===== src/rtl/ri_ctrl_pkg.sv =====
// Shared definitions for the R/I multi-cycle control unit: FSM state encodings,
// opcode/func constants, ALU operation codes and the decoder result types.
package ri_ctrl_pkg;

  // Encodings are fixed because the debug LEDs display them directly.
  typedef enum logic [2:0] {
    StInit = 3'd0,
    StIf   = 3'd1,
    StId   = 3'd2,
    StEx   = 3'd3,
    StMem  = 3'd4,
    StWb   = 3'd5,
    StHalt = 3'd6,
    StWait = 3'd7
  } state_e;

  // Inst_code[31:26]
  localparam logic [5:0] OP_RTYPE = 6'b000000;
  localparam logic [5:0] OP_ADDI  = 6'b001000;
  localparam logic [5:0] OP_ANDI  = 6'b001100;
  localparam logic [5:0] OP_ORI   = 6'b001101;
  localparam logic [5:0] OP_XORI  = 6'b001110;
  localparam logic [5:0] OP_SLTIU = 6'b001011;
  localparam logic [5:0] OP_LW    = 6'b100011;
  localparam logic [5:0] OP_SW    = 6'b101011;

  // Inst_code[5:0] for R-type
  localparam logic [5:0] FUNC_AND  = 6'b100100;
  localparam logic [5:0] FUNC_OR   = 6'b100101;
  localparam logic [5:0] FUNC_XOR  = 6'b100110;
  localparam logic [5:0] FUNC_NOR  = 6'b100111;
  localparam logic [5:0] FUNC_ADD  = 6'b100000;
  localparam logic [5:0] FUNC_SUB  = 6'b100010;
  localparam logic [5:0] FUNC_SLTU = 6'b101011;
  localparam logic [5:0] FUNC_SLLV = 6'b000100;

  typedef enum logic [2:0] {
    AluAnd  = 3'b000,
    AluOr   = 3'b001,
    AluXor  = 3'b010,
    AluNor  = 3'b011,
    AluAdd  = 3'b100,
    AluSub  = 3'b101,
    AluSltu = 3'b110,
    AluSllv = 3'b111
  } alu_op_e;

  // Instruction class decides the EX/MEM/WB path.
  typedef enum logic [1:0] {
    ClsAlu = 2'd0,
    ClsLw  = 2'd1,
    ClsSw  = 2'd2
  } inst_cls_e;

  typedef struct packed {
    alu_op_e alu_op;
    logic    rd_rt_s;
    logic    imm_s;
    logic    rt_imm_s;
    logic    alu_mem_s;
  } sel_t;

endpackage


===== src/rtl/ri_inst_decode.sv =====
// Combinational instruction decoder for the R/I CPU.
// Ports:
//   op, func  - opcode and function fields of the instruction
//   sel       - ALU operation and datapath select lines
//   cls       - instruction class (ALU, load, store)
//   illegal   - op/func combination is not a defined instruction
module ri_inst_decode
  import ri_ctrl_pkg::*;
(
  input  logic [5:0] op,
  input  logic [5:0] func,
  output sel_t       sel,
  output inst_cls_e  cls,
  output logic       illegal
);

  logic itype;

  always_comb begin
    sel     = '0;
    cls     = ClsAlu;
    illegal = 1'b0;
    itype   = 1'b1;
    case (op)
      OP_RTYPE: begin
        itype = 1'b0;
        case (func)
          FUNC_AND:  sel.alu_op = AluAnd;
          FUNC_OR:   sel.alu_op = AluOr;
          FUNC_XOR:  sel.alu_op = AluXor;
          FUNC_NOR:  sel.alu_op = AluNor;
          FUNC_ADD:  sel.alu_op = AluAdd;
          FUNC_SUB:  sel.alu_op = AluSub;
          FUNC_SLTU: sel.alu_op = AluSltu;
          FUNC_SLLV: sel.alu_op = AluSllv;
          default:   illegal = 1'b1;
        endcase
      end
      OP_ADDI: begin
        sel.alu_op = AluAdd;
        sel.imm_s  = 1'b1;
      end
      OP_ANDI:  sel.alu_op = AluAnd;
      OP_ORI:   sel.alu_op = AluOr;
      OP_XORI:  sel.alu_op = AluXor;
      OP_SLTIU: begin
        sel.alu_op = AluSltu;
        sel.imm_s  = 1'b1;
      end
      OP_LW: begin
        sel.alu_op    = AluAdd;
        sel.imm_s     = 1'b1;
        sel.alu_mem_s = 1'b1;
        cls           = ClsLw;
      end
      OP_SW: begin
        sel.alu_op = AluAdd;
        sel.imm_s  = 1'b1;
        cls        = ClsSw;
      end
      default: begin
        itype   = 1'b0;
        illegal = 1'b1;
      end
    endcase

    if (itype) begin
      sel.rd_rt_s  = 1'b1;
      sel.rt_imm_s = 1'b1;
    end
    // Keep selects quiet for undefined codes.
    if (illegal) begin
      sel = '0;
    end
  end

endmodule


===== src/rtl/r__mc_ctrl.sv =====
// Multi-cycle control unit for the R/I CPU datapath. Sequences each
// instruction through IF/ID/EX/MEM/WB, emits one-cycle strobes, holds the
// datapath selects during execution and counts retired instructions.
// Optional build macro: RI_MC_STEP_MODE_EN adds the 'step' input and a
// wait state after every instruction (single-step debugging).
// Ports:
//   clk, rst              - clock, synchronous active-low reset
//   step                  - single-step request (step-mode builds only)
//   op, func              - IR fields, sampled in ID
//   PC_Write, IR_Write    - fetch strobes
//   Write_Reg, Mem_Write  - register file / RAM_B write strobes
//   rd_rt_s, imm_s, rt_imm_s, alu_mem_s, ALU_OP - datapath selects
//   state                 - current state encoding
//   instr_done, illegal, retired - status
module r__mc_ctrl
  import ri_ctrl_pkg::*;
#(
  parameter int unsigned MEM_LAT = 1,  // 1..7
  parameter int unsigned CNT_W   = 32
) (
  input  logic             clk,
  input  logic             rst,
`ifdef RI_MC_STEP_MODE_EN
  input  logic             step,
`endif
  input  logic [5:0]       op,
  input  logic [5:0]       func,
  output logic             PC_Write,
  output logic             IR_Write,
  output logic             Write_Reg,
  output logic             Mem_Write,
  output logic             rd_rt_s,
  output logic             imm_s,
  output logic             rt_imm_s,
  output logic             alu_mem_s,
  output logic [2:0]       ALU_OP,
  output logic [2:0]       state,
  output logic             instr_done,
  output logic             illegal,
  output logic [CNT_W-1:0] retired
);

  localparam logic [2:0] MemCntInit = 3'(MEM_LAT - 1);

`ifdef RI_MC_STEP_MODE_EN
  localparam state_e DoneNext = StWait;
`else
  localparam state_e DoneNext = StIf;
`endif

  state_e           state_q, state_d;
  logic [5:0]       op_q, func_q;
  logic [2:0]       mem_cnt_q, mem_cnt_d;
  logic             illegal_q, illegal_d;
  logic [CNT_W-1:0] retired_q;

  logic [5:0] dec_op, dec_func;
  sel_t       dec_sel;
  inst_cls_e  dec_cls;
  logic       dec_illegal;
  logic       drive_sel;

  // In ID the decision needs the incoming code; afterwards only the latched
  // copy matters, so later IR changes cannot disturb a running instruction.
  assign dec_op   = (state_q == StId) ? op   : op_q;
  assign dec_func = (state_q == StId) ? func : func_q;

  ri_inst_decode u_decode (
    .op      (dec_op),
    .func    (dec_func),
    .sel     (dec_sel),
    .cls     (dec_cls),
    .illegal (dec_illegal)
  );

`ifdef RI_MC_STEP_MODE_EN
  logic step_prev_q;
  logic step_rise;

  assign step_rise = step & ~step_prev_q;

  always_ff @(posedge clk) begin
    if (!rst) begin
      step_prev_q <= 1'b0;
    end else begin
      step_prev_q <= step;
    end
  end
`endif

  always_comb begin
    state_d    = state_q;
    mem_cnt_d  = mem_cnt_q;
    illegal_d  = illegal_q;
    PC_Write   = 1'b0;
    IR_Write   = 1'b0;
    Write_Reg  = 1'b0;
    Mem_Write  = 1'b0;
    instr_done = 1'b0;
    drive_sel  = 1'b0;

    unique case (state_q)
      StInit: state_d = StIf;
      StIf: begin
        PC_Write = 1'b1;
        IR_Write = 1'b1;
        state_d  = StId;
      end
      StId: begin
        if (dec_illegal) begin
          state_d   = StHalt;
          illegal_d = 1'b1;
        end else begin
          state_d = StEx;
        end
      end
      StEx: begin
        drive_sel = 1'b1;
        if (dec_cls == ClsAlu) begin
          state_d = StWb;
        end else begin
          state_d   = StMem;
          mem_cnt_d = MemCntInit;
        end
      end
      StMem: begin
        drive_sel = 1'b1;
        // The counter starts at MEM_LAT-1, so that value marks the first cycle.
        Mem_Write = (dec_cls == ClsSw) && (mem_cnt_q == MemCntInit);
        if (mem_cnt_q == 3'd0) begin
          if (dec_cls == ClsLw) begin
            state_d = StWb;
          end else begin
            instr_done = 1'b1;
            state_d    = DoneNext;
          end
        end else begin
          mem_cnt_d = mem_cnt_q - 3'd1;
        end
      end
      StWb: begin
        drive_sel  = 1'b1;
        Write_Reg  = 1'b1;
        instr_done = 1'b1;
        state_d    = DoneNext;
      end
      StHalt: state_d = StHalt;
      StWait: begin
`ifdef RI_MC_STEP_MODE_EN
        if (step_rise) begin
          state_d = StIf;
        end
`else
        state_d = StInit;
`endif
      end
      default: state_d = StInit;
    endcase
  end

  always_comb begin
    rd_rt_s   = 1'b0;
    imm_s     = 1'b0;
    rt_imm_s  = 1'b0;
    alu_mem_s = 1'b0;
    ALU_OP    = 3'b000;
    if (drive_sel) begin
      rd_rt_s   = dec_sel.rd_rt_s;
      imm_s     = dec_sel.imm_s;
      rt_imm_s  = dec_sel.rt_imm_s;
      alu_mem_s = dec_sel.alu_mem_s;
      ALU_OP    = dec_sel.alu_op;
    end
  end

  always_ff @(posedge clk) begin
    if (!rst) begin
      state_q   <= StInit;
      op_q      <= 6'd0;
      func_q    <= 6'd0;
      mem_cnt_q <= 3'd0;
      illegal_q <= 1'b0;
      retired_q <= '0;
    end else begin
      state_q   <= state_d;
      mem_cnt_q <= mem_cnt_d;
      illegal_q <= illegal_d;
      if (state_q == StId) begin
        op_q   <= op;
        func_q <= func;
      end
      if (instr_done) begin
        retired_q <= retired_q + CNT_W'(1);
      end
    end
  end

  assign state   = state_q;
  assign illegal = illegal_q;
  assign retired = retired_q;

endmodule

===== config.mk =====
export PLATFORM = sky130hd
export DESIGN_NAME = r__mc_ctrl
export DESIGN_NICKNAME = d
export VERILOG_FILES = /design/src/rtl/ri_ctrl_pkg.sv /design/src/rtl/ri_inst_decode.sv /design/src/rtl/r__mc_ctrl.sv
export SDC_FILE = /design/constraint.sdc
export NUM_CORES = 1
export LEC_CHECK = 0
export ABC_AREA = 0
export ABC_CLOCK_PERIOD_IN_PS = 3600
export CORE_MARGIN = 3
export CORE_UTILIZATION = 47
export DETAILED_ROUTE_END_ITERATION = 6
export GPL_TIMING_DRIVEN = 0
export PLACE_DENSITY_LB_ADDON = 0.1
export SLEW_MARGIN = 40
export SYNTH_ARGS = -nofsm -noshare
export SYNTH_HDL_FRONTEND = slang
export SYNTH_SLANG_ARGS = --single-unit

===== constraint.sdc =====
create_clock -name clk -period 3.6 [get_ports clk]
set_input_delay 0.72 -clock clk [delete_from_list [all_inputs] [get_ports clk]]
set_output_delay 0.72 -clock clk [all_outputs]
set_load 0.02 [all_outputs]

# == Yosys cells after proc, flatten, opt, wreduce, memory -nomap -nowiden ==
# Index checks and enable logic that the tools add are counted.
# op_classes
n_addsub,2
n_mul,0
div,0
magnitude_cmp,0
eq_ne,27
shift,0
muxes,32
bitwise_logic,0
n_reduce_logical,14
# op_table
operator,count
== test 6 bit (second input constant),9
one-hot mux 3 bit (7 select lines),2
adder 32 x 1 -> 32 bit (second input constant),1
== test 6 x 4 -> 1 bit (second input constant),5
2-to-1 mux 3 bit,6
2-to-1 mux 1 bit,16
one-hot mux 3 bit (5 select lines),1
== test 3 bit (second input constant),4
2-to-1 mux 6 bit,2
OR reduction 8 bit,1
2-to-1 mux 7 bit,1
OR reduction 7 bit,1
== test 3 x 2 -> 1 bit (second input constant),2
== test 6 x 3 -> 1 bit (second input constant),1
logical NOT 3 bit,2
logical NOT 6 bit,1
inequality test 2 bit (second input constant),3
one-hot mux 3 bit (2 select lines),1
OR reduction 3 bit,2
one-hot mux 1 bit (2 select lines),2
one-hot mux 2 bit (2 select lines),1
OR reduction 4 bit,1
== test 3 x 1 -> 1 bit (second input constant),1
AND reduction 3 bit,1
other kinds (8),8
# totals
ff_bits,51
latchBits,0
mem_bits_rw,0
rom_bits,0
input_bits,14
output_inout_bits,48
elab_cells,81
mem_count,0

# == Logic depth before layout (Yosys ltp) ==
# Gate-level depths: netlist of run 1.
# depth
depth_word,8
depth_mapped,11
mapped_depth_nobuf,9

# == By module ==
# A second synthesis of run 1 with hierarchy kept.
# hier_totals
hier_cells,327
area_unflattened_um2,2697.6
# by_module_without_submodules
mod,n_inst,cells_each,area_each_um2,seq_area_each_um2
r__mc_ctrl,1,279,2414.8,1021.0
ri_inst_decode,1,48,282.8,0.0

# == Least setup slack after synthesis of run 1 ==
# OpenSTA, ideal clock, no wires.
# synth_path
path_kind,input port to output port
start,input op[0]
end,output ALU_OP[0]
arrival_time_ns,2.579
path_slack_ns,0.301
path_stages,7
path_buffers,1
path_cell_list,clkbuf_1 -> or3_1 -> or3_1 -> o41ai_1 -> o21ai_1 -> a21oi_1 -> a21boi_1
# synth_via
elab_chain_len,6
word_cells_on_any_way,15
classes_between,7 x eq/ne; 5 x mux; 3 x reduce/logical
# synth_rtl
item,line_no,text
start: declaration,r__mc_ctrl.sv:26,"input logic [5:0] op,"
2-to-1 mux 6 bit *,--,
== test 6 x 4 -> 1 bit or == test 6 bit (tied branches),ri_inst_decode.sv:24,case (op)
OR reduction 7 bit (no line) or OR reduction 3 bit (tied branches),--,
one-hot mux 1 bit (2 select lines) or one-hot mux 3 bit (5 select lines) (tied branches),ri_inst_decode.sv:24,
2-to-1 mux 7 bit *,ri_inst_decode.sv:72,if (illegal) begin
2-to-1 mux 3 bit *,r__mc_ctrl.sv:167,if (drive_sel) begin
end: declaration,r__mc_ctrl.sv:36,"output logic [2:0] ALU_OP,"
# Mark *: on every way between the ends. The rest lies on a longest branch, timed or not.

# == Final worst setup path of run 1 ==
# layout_path
start,input op[0]
end,output ALU_OP[1]
# The elaborated chain is that of the path after synthesis.

==> results of run 1 <==
## power by group through the flow
stage / clock (mW) / sequential [mW] / combinational [mW]
floorplan: 0 / 0.677 / 0.452
global placement: 0 / 0.660 / 0.683
detailed placement: 0 / 0.661 / 0.686
CTS: 0.327 / 0.647 / 0.698
global route: 0.343 / 0.656 / 0.776
finish: 0.318 / 0.647 / 0.711
## worst max-delay path, cell delays in order
cell	delay [ns]
clkbuf_1	0.17
or3_1	0.41
or3_1	0.36
o41ai_2	0.31
o21ai_2	0.14
a21oi_1	0.19
o21a_1	0.13
dlygate4sd2_1	0.32
## per-layer routing
layer	global-route usage (%)	part of all wire (%)	wire length (um)
met3	3.03	4.2	330
met2	37.3	48	3810
met1	28.1	46	3650
met4	6.56	1.1	90
met5	0	0	0
## logic make-up (layout without fill, tap and decap cells)
family | after synthesis | after routing | synth area share, %
adders and majority gates | 4 | 4 | 1.53
and+or+nand+nor | 202 | 202 | 35.7
muxes | 1 | 1 | 0.322
buffers and inverters | 34 | 100 | 5.88
xor gates and xnor gates | 31 | 31 | 8.75
DFF | 51 | 51 | 32.9
AOI/OAI and AO/OA | 70 | 70 | 14.9
## cell type report
cell class                 instances  share of cell area [%]
buffer                            26                    3.96
clock buffer                       7                    1.97
clock inverter                     1                   0.129
inverter                           8                   0.838
multi-input combinational        308                    49.5
sequential                        51                    26.3
tap                               75                    2.42
timing repair buffer              58                    14.9
## sequential cells by signal, indices dropped and copies added, names as in the netlist
register	cells
illegal	1
mem_cnt_q	3
state	3
op_q	6
func_q	6
retired	32
## cell usage in the layout (no fill, tap or decap), types with 3 or more instances in the layout
cell and count:
a21boi_0 17, a21boi_1 3, a21o_1 4, a21oi_1 11
a31oi_1 3, and2_1 27, and3_1 4, buf_2 3
buf_4 5, buf_6 4, clkbuf_1 13, clkbuf_2 4
clkbuf_8 5, clkdlybuf4s50_1 53, dfxtp_1 51, ha_1 3
inv_1 7, nand2_1 45, nand2b_1 5, nand3_1 17
nand4_1 19, nor2_1 22, nor2b_1 10, nor3_1 24
nor3b_1 3, o21a_1 4, o21ai_0 14, or3_1 8
xnor2_1 22, xor2_1 9
## metrics by stage
| step | cell area, um2 | utilization [%] | setup slack, ns | hold WS [ns] | total power, mW |
|---|---|---|---|---|---|
| final | 3880 | 63.0 | 0.123 | 0.469 | 1.68 |
| after global routing | 3880 | 63.0 | 0.0237 | 0.492 | 1.78 |
| after CTS | 3870 | 62.7 | 0.0461 | 0.475 | 1.67 |
| after detailed placement | 3780 | 61.3 | -0.342 | 0.463 | 1.35 |
| after global placement | 3780 | 61.3 | -0.388 | 0.452 | 1.34 |
| after floorplan | 3100 | - | 0.301 | 0.441 | 1.13 |
## what timing repair did
action	4_1_cts	5_1_grt
gates cloned	0	0
setup endpoints to repair	5	5
gates resized for setup	6	9
## worst paths after layout
check                             startpoint            to  slack (ns)
worst max-delay path                   op[0]     ALU_OP[1]        0.12
worst min-delay path            mem_cnt_q[1]  mem_cnt_q[1]        0.47
worst max register to register  mem_cnt_q[0]   retired[10]        1.23
worst min register to register  mem_cnt_q[1]  mem_cnt_q[1]        0.47
==> impl_metrics.csv, run 1 <==
group,metric,value,unit
finish,synthToLayoutAreaGrowth,25.1,%
worst_setup_path,crit_fanout,8,
finish,drive_gt1_share,7.19,%
pwr,p_leak,1.36,nW
grt,overflow,0,
pwr,power.density,432,nW/um2
job,drv_cap,0,
finish,nFillCells,566,
die,dieArea,7620,um2
clocking,cts_buffer_depth,2,
yosys,synthTopCellsByCount,"51 x dfxtp_1, 45 x nand2_1, 27 x and2_1",
outcome,run_status,"finished clean",
worst_setup_path,cp_data_arrival_time,2.76,ns
finish,antennaDiodeCount,0,
finish,multi_input_area,1920,um2
grt,antenna_found_initial,0,
die,rows,28,
timing,setup_violations,0,
die,core,6170,um2
clocking,cts_setup_buffers,0,
clocking,cts-htree-levels,2,
grt,grt_max_degree,15,
drt,routed_wl,7880,um
yosys,yosys.cell_count.top_type,"dfxtp_1",
worst_hold_path,holdPathStages,2,
drt,wire_per_inst,14.8,um
yosys,syn_inst,393,
timing,final.setup.tns,0,ns
grt,grtUsageTotal,21.7,%
pwr,p_sw,631,uW
clocking,clkLatencyLatePin,0.30,ns
yosys,yosys_most_used_dff,"dfxtp_1",
clocking,clock_sinks,51,
yosys,synth.area.top_cells,"dfxtp_1 33%, xnor2_1 6.2%, and2_1 5.4%, nand2_1 5.4%, a21boi_0 4.1%",
pwr,p_clk_share,19.0,%
drt,via_count,2952,
clocking,root_buffer,"clkbuf_8",
drt,drt_iter0_drc,125,
clocking,cts_tree,"built",
worst_setup_path,cp-start-kind,"input pin",
die,io_pins,62,
grt,grt_pass1_wl,13300,um
worst_hold_path,hold_class,"reg -> reg",
place,place_congestion,0.903,
die,fp.dieH,87.3,um
yosys,seq_area_frac_synth,32.9,%
yosys,async_flop_share,0,%
timing,slew_headroom,59.0,%
clocking,cts_made_buffers,5,
yosys,syn-num-nets,410,
pwr,p_int,1.04,mW
worst_setup_path,cp-end-kind,"output pin",
worst_setup_path,required,2.88,ns
yosys,syn_area,3100,um2
timing,fin_skew,0.00655,ns
pwr,sw_frac_of_total,37.6,%
yosys,synth_cell_type_count,52,
timing,grt_setup_unrepaired,"no",
place,dp.cells,526,
timing,finalHoldViolations,0,
timing,final-max-slew-violation-count,0,
finish,seq_area,1020,um2
worst_setup_path,ff2ff_path_depth,9,
die,initial_core_util,50.3,%
yosys,synth_edf_count,0,
place,portBuffers,58,
finish,fin_nets,475,
drt,firstDrtPassIters,4,
drt,drc_errors,0,
worst_setup_path,crit_type,"in -> out",
yosys,yosysWarnings,0,
pwr,comb_power_share,42.4,%
yosys,synth_seq_cells,51,
yosys,synth_top_area_share,32.9,%
timing,worst_pin_slew,0.611,ns
grt,grt_pass1_vias,2839,
drt,ant_nets,0,
pwr,power_frac_seq,38.6,%
drt,vias_per_cell,5.53,
clocking,hold_buffers,0,
timing,finalCriticalPeriod,3.48,ns
finish,instances_no_fill,534,
timing,fin_crit_sh,96.6,%
clocking,path_clk_slew,0.08,ns
place,dp_hpwl,5890,um
die,die_w,87.3,um
yosys,synth.avg_cell_area,7.90,um2
yosys,yosysTopAreaCell,"dfxtp_1",
timing,fmax,288,MHz
pwr,max-vdd-ir-drop,0.257,mV
Power figures use the tool's default switching activity.
==> run 2: changes to the inputs <==
--- a/config.mk
+++ b/config.mk
@@ -12,6 +12,7 @@
 export DETAILED_ROUTE_END_ITERATION = 6
 export GPL_TIMING_DRIVEN = 0
 export PLACE_DENSITY_LB_ADDON = 0.1
+export REMOVE_ABC_BUFFERS = 1
 export SLEW_MARGIN = 40
 export SYNTH_ARGS = -nofsm -noshare
 export SYNTH_HDL_FRONTEND = slang
==> impl_metrics.csv, run 2 (same netlist as run 1, synthesis figures left out) <==
group,metric,value,unit
drt,firstDrtPassIters,5,
timing,worst_pin_slew,0.589,ns
die,rows,28,
timing,setup_violations,0,
worst_setup_path,max_stage_delay,0.42,ns
worst_setup_path,cp-start-kind,"input pin",
timing,slew_headroom,60.7,%
drt,drc_errors,0,
clocking,cts_made_buffers,5,
worst_setup_path,required,2.88,ns
drt,drt_iter0_drc,142,
timing,fin_crit_sh,97.1,%
finish,drive_gt1_share,7.47,%
pwr,max-vdd-ir-drop,0.406,mV
clocking,clkLatencyLatePin,0.30,ns
die,io_pins,62,
drt,wire_per_inst,14.2,um
timing,finalHoldViolations,0,
pwr,p_sw,613,uW
grt,overflow,0,
timing,finalCriticalPeriod,3.50,ns
worst_setup_path,crit_fanout,8,
drt,via_count,2907,
clocking,hold_buffers,0,
timing,fin_skew,0.0143,ns
clocking,cts_buffer_depth,2,
clocking,root_buffer,"clkbuf_8",
worst_setup_path,cp_cell_sequence,"clkbuf_2, or3_1, or3_4, o41ai_2, o21ai_1, a21oi_2, a21boi_2, buf_4",
pwr,comb_power_share,34.6,%
pwr,power,1.77,mW
worst_setup_path,cp_data_arrival_time,2.78,ns
clocking,cts_tree,"built",
worst_setup_path,cp-end-kind,"output pin",
finish,instances_no_fill,517,
die,dieArea,7620,um2
drt,vias_per_cell,5.62,
finish,final_cell_mix,"53 x clkdlybuf4s50_1, 51 x dfxtp_1, 45 x nand2_1",
pwr,sw_frac_of_total,34.6,%
finish,synthToLayoutAreaGrowth,24.8,%
clocking,cts-htree-levels,2,
timing,final-max-slew-violation-count,0,
timing,grt_setup_unrepaired,"no",
grt,grt_pass1_wl,12300,um
grt,grt_max_degree,36,
die,core,6170,um2
worst_hold_path,hold_class,"reg -> reg",
clocking,path_clk_slew,0.09,ns
timing,whs,0.471,ns
place,dp_hpwl,5150,um
drt,ant_nets,0,
grt,antenna_found_initial,0,
timing,fmax,286,MHz
worst_setup_path,crit_slowest_cell,"o41ai_2",
finish,largest_reg_flops,32,
pwr,p_clk_share,26.3,%
outcome,run_status,"finished clean",
grt,grt_pass1_vias,2731,
die,die_w,87.3,um
place,place_congestion,0.871,
pwr,power.density,457,nW/um2
die,initial_core_util,50.3,%
worst_setup_path,worstReg2RegStart,"state[0]",
place,dp.cells,505,
drt,routed_wl,7340,um
place,portBuffers,61,
worst_setup_path,crit_type,"in -> out",
finish,nFillCells,577,
pwr,p_int,1.16,mW
clocking,clock_sinks,51,
die,fp.dieH,87.3,um
finish,antennaDiodeCount,0,
worst_setup_path,crit_start,"op[0]",
worst_hold_path,hp-start,"mem_cnt_q[1]",
finish,final_common_cell,"clkdlybuf4s50_1",
grt,grtUsageTotal,19.8,%
pwr,power_frac_seq,39.1,%
finish,fin_nets,458,
pwr,p_leak,1.33,nW
job,drv_cap,0,
==> run 2: area by class of cell <==
class	instances	area, um2	area share [%]
sequential	51	1020	26.4
inverter	8	35.0	0.904
multi-input combinational	308	1940	50.0
clock buffer	6	72.6	1.87
tap	75	93.8	2.42
clock inverter	2	60.1	1.55
timing repair buffer	67	653	16.9
==> run 2: metal layers <==
layer / global-route usage (%) / vias to the layer above / part of all wire [%]
li1: - / 1465 / -
met1: 25.4 / 1362 / 46
met2: 32.5 / 74 / 46
met3: 4.16 / 6 / 6.2
met4: 7.25 / 0 / 1.1
met5: 0 / - / 0
==> run 2: worst max-delay path, delay by kind of cell <==
family                 cells  cell delay [ns]
AO/OA/AOI/OAI              4             0.99
buffers and inverters      2             0.30
AND/OR/NAND/NOR            2             0.76
==> run 2: timing repair <==
item,in CTS,in global routing
setup buffers,4,0
pin swaps,1,2
gates resized for setup,16,13
setup endpoints to repair,7,3
hold endpoints to repair,0,0
==> run 2: path summary, 6_finish.rpt <==
check,to,slack [ns],depth (start not counted)
max,ALU_OP[0],0.10,8
min,mem_cnt_q[1],0.47,2
max reg2reg,retired[10],1.13,6
min reg2reg,mem_cnt_q[1],0.47,2
==> run 2: power groups by stage <==
stage	logic [mW]	clock network [mW]	registers, mW
finish	0.613	0.465	0.693
floorplan	0.344	0	0.708
global placement	0.552	0	0.700
global route	0.665	0.502	0.704
CTS	0.609	0.474	0.690
detailed placement	0.567	0	0.703
==> run 2: stage by stage <==
step	setup slack [ns]	TNS [ns]	area, um2	utilization, %
after global routing	0.00974	0	3870	62.8
after floorplan	0.188	0	2950	-
final	0.105	0	3870	62.8
after CTS	-0.0268	-0.0268	3880	62.9
after global placement	-0.870	-2.81	3660	59.3
after detailed placement	-0.805	-2.51	3690	59.9
==> run 3: changes to the inputs <==
--- a/config.mk
+++ b/config.mk
@@ -12,7 +12,6 @@
 export DETAILED_ROUTE_END_ITERATION = 6
 export GPL_TIMING_DRIVEN = 0
 export PLACE_DENSITY_LB_ADDON = 0.1
-export REMOVE_ABC_BUFFERS = 1
 export SLEW_MARGIN = 40
 export SYNTH_ARGS = -nofsm -noshare
 export SYNTH_HDL_FRONTEND = slang
==> results of run 3 <==
Final layout, timing and power as in run 1 (identical DEF).
